### config.mk
export PLATFORM = sky130hd
export DESIGN_NAME = bitmap_alloc
export DESIGN_NICKNAME = d
export VERILOG_FILES = /design/src/rtl/bitmap_alloc.sv
export SDC_FILE = /design/constraint.sdc
export NUM_CORES = 1
export LEC_CHECK = 0
export CAP_MARGIN = 25
export CELL_PAD_IN_SITES_DETAIL_PLACEMENT = 1
export CELL_PAD_IN_SITES_GLOBAL_PLACEMENT = 1
export CORE_MARGIN = 3
export CORE_UTILIZATION = 39
export CTS_CLUSTER_DIAMETER = 120
export DETAILED_ROUTE_END_ITERATION = 10
export GPL_ROUTABILITY_DRIVEN = 1
export PLACE_DENSITY_LB_ADDON = 0.1
export SLEW_MARGIN = 15
export SYNTH_ARGS = -nofsm -noshare
export SYNTH_HDL_FRONTEND = slang
export SYNTH_SLANG_ARGS = --single-unit
export TNS_END_PERCENT = 5
### constraint.sdc
create_clock -name clk -period 11.73 [get_ports clk]
set_clock_uncertainty 0.2 [all_clocks]
set_input_delay 1.173 -clock clk [delete_from_list [all_inputs] [get_ports clk]]
set_output_delay 1.173 -clock clk [all_outputs]
set_load 0.1 [all_outputs]
### src/rtl/bitmap_alloc.sv
// Registered occupancy bitmap with set/clear decode, lowest-free-slot allocation,
// population count and full/empty flags. All outputs have one cycle of latency.
module bitmap_alloc #(
    parameter int unsigned INWID  = 6,
    parameter int unsigned OUTWID = 48,
    parameter logic        VALUE  = 1'b1
) (
    input  logic              clk,
    input  logic              rst_,
    input  logic              set_en,
    input  logic [INWID-1:0]  set_idx,
    input  logic              clr_en,
    input  logic [INWID-1:0]  clr_idx,
    input  logic              alloc_req,
    output logic              alloc_ack,
    output logic              alloc_nak,
    output logic [INWID-1:0]  alloc_idx,
    output logic [OUTWID-1:0] map,
    output logic [INWID:0]    cnt,
    output logic              full,
    output logic              empty,
    output logic              err
);

    logic [OUTWID-1:0] occ_q, occ_d;
    logic [OUTWID-1:0] set_hot, clr_hot, avail, grant;
    logic [INWID:0]    cnt_q, cnt_d;
    logic [INWID-1:0]  idx_q, idx_d, cand;
    logic              ack_q, ack_d, nak_q, nak_d, err_q, err_d;
    logic              full_q, full_d, empty_q, empty_d;
    logic              set_ok, clr_ok, pair_ok, clr_eff, alloc_ok;

    // Out-of-range indices decode to an all-zero vector, so they can never be legal.
    always_comb begin
        for (int i = 0; i < OUTWID; i++) begin
            set_hot[i] = set_en && (set_idx == INWID'(i));
            clr_hot[i] = clr_en && (clr_idx == INWID'(i));
        end
    end

    always_comb begin
        set_ok   = |(set_hot & ~occ_q);
        clr_ok   = |(clr_hot & occ_q);
        // Same-index set+clear on an occupied slot is a no-op and not an error.
        pair_ok  = set_en && clr_en && (set_idx == clr_idx) && clr_ok;
        clr_eff  = clr_ok && !pair_ok;
        err_d    = (set_en && !set_ok && !pair_ok) || (clr_en && !clr_ok);

        avail    = ~occ_q & ~set_hot;
        grant    = avail & (~avail + 1'b1);
        cand     = '0;
        for (int i = 0; i < OUTWID; i++) begin
            if (grant[i]) begin
                cand = cand | INWID'(i);
            end
        end
        alloc_ok = alloc_req && (|avail);
        ack_d    = alloc_ok;
        nak_d    = alloc_req && !(|avail);
        idx_d    = alloc_ok ? cand : idx_q;

        occ_d    = (occ_q & ~(clr_eff ? clr_hot : '0))
                 | (set_ok ? set_hot : '0)
                 | (alloc_ok ? grant : '0);
        cnt_d    = cnt_q + (INWID+1)'(set_ok) + (INWID+1)'(alloc_ok) - (INWID+1)'(clr_eff);
        full_d   = (cnt_d == (INWID+1)'(OUTWID));
        empty_d  = (cnt_d == '0);
    end

    always_ff @(posedge clk or negedge rst_) begin
        if (!rst_) begin
            occ_q   <= '0;
            cnt_q   <= '0;
            idx_q   <= '0;
            ack_q   <= 1'b0;
            nak_q   <= 1'b0;
            err_q   <= 1'b0;
            full_q  <= 1'b0;
            empty_q <= 1'b1;
        end else begin
            occ_q   <= occ_d;
            cnt_q   <= cnt_d;
            idx_q   <= idx_d;
            ack_q   <= ack_d;
            nak_q   <= nak_d;
            err_q   <= err_d;
            full_q  <= full_d;
            empty_q <= empty_d;
        end
    end

    assign map       = VALUE ? occ_q : ~occ_q;
    assign cnt       = cnt_q;
    assign full      = full_q;
    assign empty     = empty_q;
    assign alloc_ack = ack_q;
    assign alloc_nak = nak_q;
    assign alloc_idx = idx_q;
    assign err       = err_q;

endmodule
==> key figures <==
Worst setup path
  – CP required: 11790 ps
  – Worst reg2reg startpoint: map[11]$_DFF_PN0_
  – Worst setup EP type: flop
  – Reg-to-Reg End: empty$_DFF_PN1_
  – R2R Setup Slk: 6580 ps
  – Worst-case reg-to-reg path depth: 18
  – Critical-path maximum fanout: 25
  – WS Path Type: in2reg
  – Critical Path Source Type: input port
  – Worst EP arrival: 7150 ps

CTS
  – # hold bufs at CTS: 0
  – TritonCTS clock tree: built
  – Clock Tree Buf Depth: 2
  – Clk_lat worst skew: 350 ps
  – Htree depth: 3
  – Sink Count: 66
  – # resized after CTS: 0
  – Root Buffer: clkbuf_16
  – Setup Fix Bufs, Post-CTS: 0
  – CTS Buf Count: 9
  – CTS clk-pin slew, worst paths: 60 ps

Power and ir drop
  – Total power: 1.770 mW
  – P per Cell Area: 257.1 nW/um2
  – P_leak: 2.639 nW
  – Worst vdd ir: 0.1558 mV

Floorplan
  – Die Height: 126.8 um
  – Core area: 14100 um2
  – Core Rows: 43
  – I/O pins: 83
  – Initial core utilization: 0.4036
  – Die X: 126.8 um
  – Die area: 16070 um2

Logic synthesis
  – Syn Nets: 734
  – Number of synthesized flops with an enable pin: 0
  – Synth Cell Area: 5689 um2
  – Top_reg_cell synth: dfrtp_1
  – Synth warnings: 0
  – Synth area leader: dfrtp_1
  – Seq/Total Area, Yosys: 0.2905
  – Number of synthesized register bits: 66
  – Cells after synthesis: 709
  – Post-synth cell types: 82
  – Syn Area/Cell: 8.024 um2
  – Largest cells by area after synthesis: dfrtp_1 (29%), a21oi_1 (5.2%), nor2_1 (4.8%)
  – Synth top area share: 0.2859
  – Post-synth ARST share: 1.000

Placed design
  – Routability congestion estimate: 1.095
  – Port-buffer cells: 82
  – Placed cell count: 941
  – DP Wirelength: 23260 um

STA
  – Post-Route Setup TNS: 0 ps
  – Period minus WS final: 7088 ps
  – Worst-Margin Slew: 1006 ps
  – Hold_ws: 326.9 ps
  – Max Slew Vio Count: 0
  – # setup viols final: 0
  – Final Hold Fails: 0
  – Max-slew headroom: 0.3275
  – Max Fclk: 141.1 MHz
  – Final Cycle Share: 0.6043
  – RSZ-0062 raised after global routing: no

Route
  – Wirelength per Cell: 32.25 um
  – DRC viols: 0
  – Router iterations before antenna repair: 5
  – DRT iter0 DRCs: 909
  – Via count: 7032
  – Final wirelength: 30860 um
  – Via-per-instance ratio: 7.348
  – Post-route ant nets: 0

Global route
  – Vias in the first global route: 7002
  – Antenna violations before repair: 1
  – Total GRT Usage: 0.3803
  – Total congestion overflow: 0
  – Global-route wire length before repair: 45760 um
  – Largest net degree at the start of global routing: 67

Layout
  – Share of layout cells above drive strength 1: 0.08752
  – Fillers: 1697
  – Final Non-Filler Cells: 957
  – Most frequent cells in the layout: clkdlybuf4s50_1 (81), nor2_1 (72), dfrtp_1 (65)
  – Leading cell type in the layout, fill and taps excluded: clkdlybuf4s50_1
  – P&R area growth vs syn: 20.98%
  – Antenna diode count: 0
  – Reg area: 1653 um2
  – Footprint of the multi-input gates: 3756 um2
  – Nets: 797

Min path
  – WHS Endpoint: alloc_idx[0]$_DFFE_PN0P_
  – Worst hold path type: reg2reg
  – Hold Path Cell Cnt: 1
  – Hold Crit Start: alloc_idx[0]$_DFFE_PN0P_

Outcome
  – Status: finished clean

Run
  – Max Cap Viol: 0
[cells in the mapped netlist (4+ instances only)]
| cell | instances |
|---|---|
| nor4b_2 | 4 |
| a31o_2 | 9 |
| a21oi_1 | 59 |
| ha_1 | 6 |
| nor4_1 | 19 |
| nor2b_1 | 7 |
| o21ai_0 | 17 |
| nand2_1 | 54 |
| mux2i_1 | 4 |
| xor2_1 | 4 |
| nand2b_1 | 11 |
| buf_2 | 14 |
| buf_4 | 6 |
| o31ai_1 | 5 |
| nor3_1 | 20 |
| o211ai_1 | 5 |
| o21ai_1 | 6 |
| dfrtp_1 | 65 |
| o21a_1 | 4 |
| mux2_2 | 4 |
| buf_1 | 4 |
| nand4_1 | 17 |
| nor3b_1 | 5 |
| nor2_1 | 72 |
| clkbuf_1 | 11 |
| or3_1 | 7 |
| and4b_1 | 5 |
| o31a_1 | 4 |
| and2_1 | 4 |
| a31oi_1 | 34 |
| o221ai_1 | 4 |
| a22oi_1 | 5 |
| inv_1 | 15 |
| or2_2 | 4 |
| or4_1 | 7 |
| and3_1 | 11 |
| o22ai_1 | 27 |
| nand3_1 | 35 |
| a21o_1 | 29 |
| a32oi_1 | 15 |
| xnor2_1 | 8 |
[critical path, cell delays in order]
cell and delay [ps]:
clkdlybuf4s50_1 960, nor4b_2 770, nand4b_1 210, a311o_1 530, nor3_2 230, buf_4 300
nand4_2 210, o21ai_2 170, buf_4 310, ha_1 300, fa_1 390, inv_1 110
fa_1 220, a21oi_1 80, nor2_1 110, nor2_1 70, o21bai_1 130, a21oi_1 100
xnor2_1 150, nor4_1 350, nor3b_1 240
[per-layer routing]
| metal | part of all wire | vias up | GRT usage |
|---|---|---|---|
| met5 | 0.00052 | - | 0 |
| met4 | 0.072 | 2 | 0.2278 |
| met3 | 0.11 | 161 | 0.1015 |
| met2 | 0.44 | 566 | 0.5875 |
| met1 | 0.37 | 3413 | 0.4754 |
| li1 | - | 2890 | - |
[state kept, by name (all words and copies together) (netlist names)]
signal and count:
map 48, cnt 7, alloc_idx 6, alloc_ack 1, alloc_nak 1, empty 1, err 1, full 1
[layout make-up]
class / count / share of cell area
Inverter: 16 / 0.008726
Tap cell: 180 / 0.03272
Multi-Input combinational cell: 588 / 0.5457
Clock buffer: 9 / 0.03272
Clock inverter: 7 / 0.01127
Sequential cell: 66 / 0.2401
Timing Repair Buffer: 91 / 0.1287
[worst max-delay path by stage]
stage	startpoint	to	slack, ps
2_1_floorplan	set_idx[4]	empty$_DFF_PN1_	6170
3_3_place_gp	set_idx[1]	empty$_DFF_PN1_	4530
3_5_place_dp	set_idx[0]	empty$_DFF_PN1_	4370
4_1_cts	set_idx[0]	empty$_DFF_PN1_	4720
5_1_grt	set_idx[0]	empty$_DFF_PN1_	4230
6_report	set_idx[0]	empty$_DFF_PN1_	4640
[kinds of logic (layout without fill, tap and decap cells)]
group,count (synthesis),after routing,share of synthesized area
muxes,9,9,0.01891
and+or+nand+nor,307,307,0.3048
buffers and inverters,55,123,0.04926
DFF,66,66,0.2905
xor gates and xnor gates,12,12,0.01847
AOI/OAI and AO/OA,252,252,0.2978
adders and majority gates,8,8,0.02023
[report_power, final]
part | switching, mW | internal, mW
Combinational | 0.805 | 0.285
Clock | 0.121 | 0.167
Sequential | 0.107 | 0.284
Total | 1.03 | 0.737
[through the flow]
| step | instance area [um2] | utilization | setup WS [ps] |
|---|---|---|---|
| 2_1_floorplan | 5689 | - | 6170 |
| 3_3_place_gp | 6563 | 0.4656 | 4535 |
| 3_5_place_dp | 6580 | 0.4668 | 4372 |
| 4_1_cts | 6883 | 0.4883 | 4722 |
| 5_1_grt | 6883 | 0.4883 | 4231 |
| 6_report | 6883 | 0.4883 | 4642 |
No activity file was read; power rests on OpenSTA's default activity.
